**config.mk**
```make
export PLATFORM = sky130hd
export DESIGN_NAME = alu_control_pipe
export DESIGN_NICKNAME = d
export VERILOG_FILES = /design/src/rtl/alu_control_pipe.sv
export SDC_FILE = /design/constraint.sdc
export NUM_CORES = 1
export LEC_CHECK = 0
export ABC_AREA = 1
export CAP_MARGIN = 20
export CORE_UTILIZATION = 52
export DETAILED_ROUTE_END_ITERATION = 12
export GPL_TIMING_DRIVEN = 0
export PLACE_DENSITY = 0.9
export REMOVE_ABC_BUFFERS = 1
export SYNTH_ARGS = -nofsm -noshare
export SYNTH_HDL_FRONTEND = slang
export SYNTH_SLANG_ARGS = --single-unit
```
**constraint.sdc**
```tcl
create_clock -name clk -period 2 [get_ports clk]
set_input_delay 0.5 -clock clk [delete_from_list [all_inputs] [get_ports clk]]
set_output_delay 0.5 -clock clk [all_outputs]
set_load 0.02 [all_outputs]
```
**src/rtl/alu_control_pipe.sv**
```systemverilog
// ALU control decode (RV32I + M) registered into the D->E boundary, with a
// latency counter that holds decode off while a multi-cycle MUL/DIV occupies E.
module alu_control_pipe #(
    parameter int CTRL_W  = 5,
    parameter int MUL_LAT = 3,
    parameter int DIV_LAT = 32
) (
    input  logic              clk,
    input  logic              rst,
    input  logic              valid_d,
    input  logic [3:0]        aluop_d,
    input  logic              funct7_5,
    input  logic              funct7_0,
    input  logic [2:0]        funct3,
    input  logic              stall_e,
    input  logic              flush_e,
    output logic              valid_e,
    output logic [CTRL_W-1:0] alucontrol_e,
    output logic              illegal_e,
    output logic              md_start,
    output logic              md_busy,
    output logic              stall_req
);

    localparam int MAX_LAT = (MUL_LAT > DIV_LAT) ? MUL_LAT : DIV_LAT;
    localparam int CNT_W   = $clog2(MAX_LAT + 1);
    localparam logic [CNT_W-1:0] MUL_CNT = CNT_W'(MUL_LAT - 1);
    localparam logic [CNT_W-1:0] DIV_CNT = CNT_W'(DIV_LAT - 1);
    localparam logic [CNT_W-1:0] CNT_ONE = CNT_W'(1);

    typedef enum logic {IDLE, BUSY} state_t;

    state_t            state_q, state_d;
    logic [CNT_W-1:0]  cnt_q, cnt_d;
    logic              valid_q, valid_d_n;
    logic [CTRL_W-1:0] ctrl_q, ctrl_d;
    logic              illegal_q, illegal_d;
    logic              md_start_q, md_start_d;

    logic [4:0]        dec_code;
    logic              dec_illegal;
    logic              dec_is_m;
    logic              alt_sel;
    logic [4:0]        base_code;
    logic              accept;
    logic [CNT_W-1:0]  m_cnt;

    // funct7_5 only picks SUB/SRA; I-type honours it only for SRAI.
    assign alt_sel = funct7_5 & ((aluop_d == 4'b0010) | (funct3 == 3'b101));

    always_comb begin
        base_code = 5'b00000;
        case (funct3)
            3'b000: base_code = alt_sel ? 5'b00001 : 5'b00000;
            3'b001: base_code = 5'b00010;
            3'b010: base_code = 5'b00011;
            3'b011: base_code = 5'b00100;
            3'b100: base_code = 5'b00101;
            3'b101: base_code = alt_sel ? 5'b00111 : 5'b00110;
            3'b110: base_code = 5'b01000;
            3'b111: base_code = 5'b01001;
            default: base_code = 5'b00000;
        endcase
    end

    always_comb begin
        dec_code    = 5'b00000;
        dec_illegal = 1'b0;
        dec_is_m    = 1'b0;
        case (aluop_d)
            4'b0000: dec_code = 5'b00000;
            4'b0010: begin
                if (funct7_0) begin
                    dec_code = 5'b10100 + {2'b00, funct3};
                    dec_is_m = 1'b1;
                end else begin
                    dec_code = base_code;
                end
            end
            4'b0011: dec_code = base_code;
            4'b0111: dec_code = 5'b11111;
            4'b1100: begin
                case (funct3[2:1])
                    2'b00: dec_code = 5'b10000;
                    2'b01: begin
                        dec_code    = 5'b10000;
                        dec_illegal = 1'b1;
                    end
                    2'b10: dec_code = 5'b10001;
                    default: dec_code = 5'b10010;
                endcase
            end
            default: dec_illegal = 1'b1;
        endcase
    end

    assign accept = valid_d & ~stall_req & ~stall_e & ~flush_e;
    assign m_cnt  = funct3[2] ? DIV_CNT : MUL_CNT;

    always_comb begin
        state_d    = state_q;
        cnt_d      = cnt_q;
        valid_d_n  = valid_q;
        ctrl_d     = ctrl_q;
        illegal_d  = illegal_q;
        md_start_d = 1'b0;
        if (flush_e) begin
            valid_d_n = 1'b0;
            illegal_d = 1'b0;
            state_d   = IDLE;
            cnt_d     = '0;
        end else begin
            // The counter runs through downstream stalls so the op's latency is fixed.
            if (state_q == BUSY) begin
                cnt_d = cnt_q - CNT_ONE;
                if (cnt_q == CNT_ONE) begin
                    state_d = IDLE;
                end
            end
            if (stall_e) begin
                // E registers hold.
            end else if (accept) begin
                valid_d_n = 1'b1;
                ctrl_d    = CTRL_W'(dec_code);
                illegal_d = dec_illegal;
                if (dec_is_m) begin
                    md_start_d = 1'b1;
                    if (m_cnt != '0) begin
                        state_d = BUSY;
                        cnt_d   = m_cnt;
                    end
                end
            end else if (state_q == IDLE) begin
                valid_d_n = 1'b0;
            end
        end
    end

    always_ff @(posedge clk) begin
        if (rst) begin
            state_q    <= IDLE;
            cnt_q      <= '0;
            valid_q    <= 1'b0;
            ctrl_q     <= '0;
            illegal_q  <= 1'b0;
            md_start_q <= 1'b0;
        end else begin
            state_q    <= state_d;
            cnt_q      <= cnt_d;
            valid_q    <= valid_d_n;
            ctrl_q     <= ctrl_d;
            illegal_q  <= illegal_d;
            md_start_q <= md_start_d;
        end
    end

    assign valid_e      = valid_q;
    assign alucontrol_e = ctrl_q;
    assign illegal_e    = illegal_q;
    assign md_start     = md_start_q;
    assign md_busy      = (state_q == BUSY);
    assign stall_req    = (state_q == BUSY);

endmodule

```
==> impl_results.md <==
* Clock Sinks at 15
* Internal power at 0.4327 mW
* PwrDens at 467.9 nW/um^2
* Post-DR wirelength/cell at 10.14 um
* Slew Limit Headroom at 76.51%
* Run status: completed
* Grt total ovfl at 0
* Distinct cells, synth at 26
* Hold Path Class: reg -> reg
* # setup viols final at 0
* Antenna viol nets, final at 0
* Initial DRC count at 40
* Worst Setup Start Kind: flop
* Critical Path Max Stage Delay at 0.66 ns
* First-pass GRT wire length at 3463 um
* Async set or reset register ratio after synthesis at 0%
* Drt first pass iters at 4
* NetSw at 0.1557 mW
* Register bit total from synthesis at 15
* Worst Setup End Kind: output port
* Max Fclk at 517.9 MHz
* Synth Warn # at 0
* Buf/Inv on CP at 1
* Mapped Avg Cell Area at 6.495 um^2
* Ys flop type: dfxtp_1
* CTS H-tree depth at 1
* Met2 wire len at 1084 um
* Met1 wire length at 860 um
* CP delay by family, top: buffers and inverters
* Detailed placement HPWL at 1682 um
* Post-Syn Area at 987.2 um^2
* Clock Path Buffers at 2
* Combinational power share at 19.8%
* CP Launch Point: md_busy$_SDFF_PP0_
* Area grow syn2layout at 27.38%
* TNS Setup at 0 ns
* Initial antenna violation count at 0
* Die Height at 45.57 um
* Cts repair resizes at 0
* ANT cells at 0
* Gp weighted congestion at 0.9449
* Pre-CTS WS at 0.1302 ns
* Sequential share of power at 52.1%
* Reg2reg start: md_busy$_SDFF_PP0_
* DR vias/cell at 5.035
* Row cnt at 15
* Die span in x at 45.57 um
* Hold Buf Count CTS at 0
* Clock root buffer: clkbuf_4
* Fin. max-slew vios at 0
* Clk pin slew, worst setup/hold paths at 0.08 ns
* Vias in the first global route at 889
* Postcts setup bufs at 0
* Fin crit share at 96.55%
* DRT Wirelength at 2038 um
* Ports at 24
* Critical-path cell list: clkdlybuf4s50_1
* CP Data Arrival Time at 1.43 ns
* Final Worst Setup Slack at 0.06895 ns
* Number of synthesized flops with an enable pin at 0
* Metal3 WL at 74 um
* Core Region at 1745 um^2
* Critical Path Fanout Max at 10
* Final net count at 193
* I/O Buffers at 23
* All-Layer GR Usage at 22.82%
* Total CTS buffers at 3
* Tmin final at 1.931 ns
* Critical Path RT at 1.50 ns
* Worst slew pin tran at 0.3510 ns
* Share of cells above drive strength 1 at 10.80%
* Uppermost layer routed: met4
* Clk_lat worst skew at 0.27 ns
* # DRC at 0
* Clock Skew at 0.001101 ns
* Vias at 1012
* Max Cap Viol at 0
* Slowest cell on crit path: clkdlybuf4s50_1
* DIE AREA at 2077 um^2
* RSZ-0062 raised after global routing: false
* Post-synthesis sequential area ratio at 30.42%
* Largest net degree at the start of global routing at 11
* Final hold vios at 0
* CTS tree: done
* Peak supply drop at 0.3389 mV
* Initial Util at 56.56%
* Crit Path Category: reg -> out
* Clock power share at 28.0%
* Sw Share at 26.46%
* Cells after Synth at 152
* Pwr Total at 0.5883 mW
* Leak pwr at 0.5388 nW
* Hold Path Origin: cnt_q[5]$_SDFF_PP0_
metal layers:
| metal | track usage, % | up-vias |
|---|---|---|
| met5 | 0 | - |
| met3 | 4.762 | 4 |
| met4 | 7.879 | 0 |
| met2 | 39.71 | 32 |
| li1 | - | 530 |
| met1 | 27.43 | 446 |
synthesized netlist by cell type, types with 5 or more instances:
master | number | area, um^2
nand3_1 | 7 | 35.03
dfxtp_1 | 15 | 300.3
nand4_1 | 5 | 31.28
o21ai_0 | 12 | 60.06
nor2_1 | 24 | 90.09
nor2_2 | 5 | 31.28
nand2_1 | 31 | 116.4
inv_1 | 23 | 86.33
a21oi_1 | 8 | 40.04
placed cells by master (no fill, tap or decap):
| cell type | netlist | final |
|---|---|---|
| inv_2 | 2 | 2 |
| nand2_8 | 1 | 1 |
| clkdlybuf4s50_1 | 0 | 23 |
| inv_6 | 1 | 1 |
| nand3b_1 | 1 | 1 |
| nand2_2 | 2 | 2 |
| o21a_1 | 1 | 1 |
| o21ai_1 | 1 | 1 |
| ha_1 | 2 | 2 |
| a21oi_1 | 8 | 8 |
| nand3_4 | 1 | 1 |
| nor2_1 | 24 | 24 |
| nand3_1 | 7 | 7 |
| nor2_2 | 5 | 5 |
| nand2_4 | 1 | 1 |
| dfxtp_1 | 15 | 15 |
| nand4_1 | 5 | 5 |
| nor2_4 | 2 | 2 |
| xor2_1 | 1 | 1 |
| inv_1 | 23 | 23 |
| nand2_1 | 31 | 31 |
| a22oi_1 | 1 | 1 |
| clkbuf_4 | 0 | 3 |
| clkbuf_1 | 0 | 1 |
| o21ai_0 | 12 | 12 |
| nand3_2 | 1 | 1 |
| o211ai_1 | 1 | 1 |
stage by stage:
step / utilization, % / instance area, um^2 / std cells / hold slack [ns]
floorplan: - / 969.7 / 149 / 0.4453
global route: 72.04 / 1257 / 201 / 0.5222
finish: 72.04 / 1257 / 201 / 0.5007
global placement: 70.54 / 1231 / 197 / 0.4565
CTS: 72.04 / 1257 / 201 / 0.5051
detailed placement: 70.54 / 1231 / 197 / 0.4934
sequential cells by signal, summed over array words and instances (netlist names):
| register | flops |
|---|---|
| md_busy | 1 |
| valid_e | 1 |
| md_start | 1 |
| illegal_e | 1 |
| cnt_q | 6 |
| alucontrol_e | 5 |
power groups by stage:
stage / combinational [mW] / sequential [mW] / clock, mW
final: 0.117 / 0.307 / 0.165
after global routing: 0.129 / 0.307 / 0.185
after CTS: 0.117 / 0.307 / 0.171
after detailed placement: 0.116 / 0.314 / 0
after global placement: 0.113 / 0.314 / 0
after floorplan: 0.0518 / 0.320 / 0
cells by family after synthesis:
group,synth area share [%]
buffers and inverters,12.17
AND/OR/NAND/NOR,41.06
flip-flops,30.42
adder cells (fa/ha/maj),2.534
AO/OA/AOI/OAI,12.93
XOR/XNOR,0.8874
final timing paths:
path | endpoint | slack [ns] | cells after the start
setup / recovery | md_busy | 0.07 | 1
hold reg to reg | cnt_q[5]$_SDFF_PP0_ | 0.50 | 2
setup reg to reg | alucontrol_e[0]$_SDFFE_PP0P_ | 0.75 | 6
hold / removal | cnt_q[5]$_SDFF_PP0_ | 0.50 | 2
cell type report:
type | instances | area, um^2
multi-input combinational | 108 | 566.8
clock buffer | 4 | 26.28
fill | 156 | 488.0
sequential | 15 | 300.3
tap | 25 | 31.28
inverter | 26 | 102.6
timing repair buffer | 23 | 230.2
Note: power is estimated with default switching activity, not from simulation.
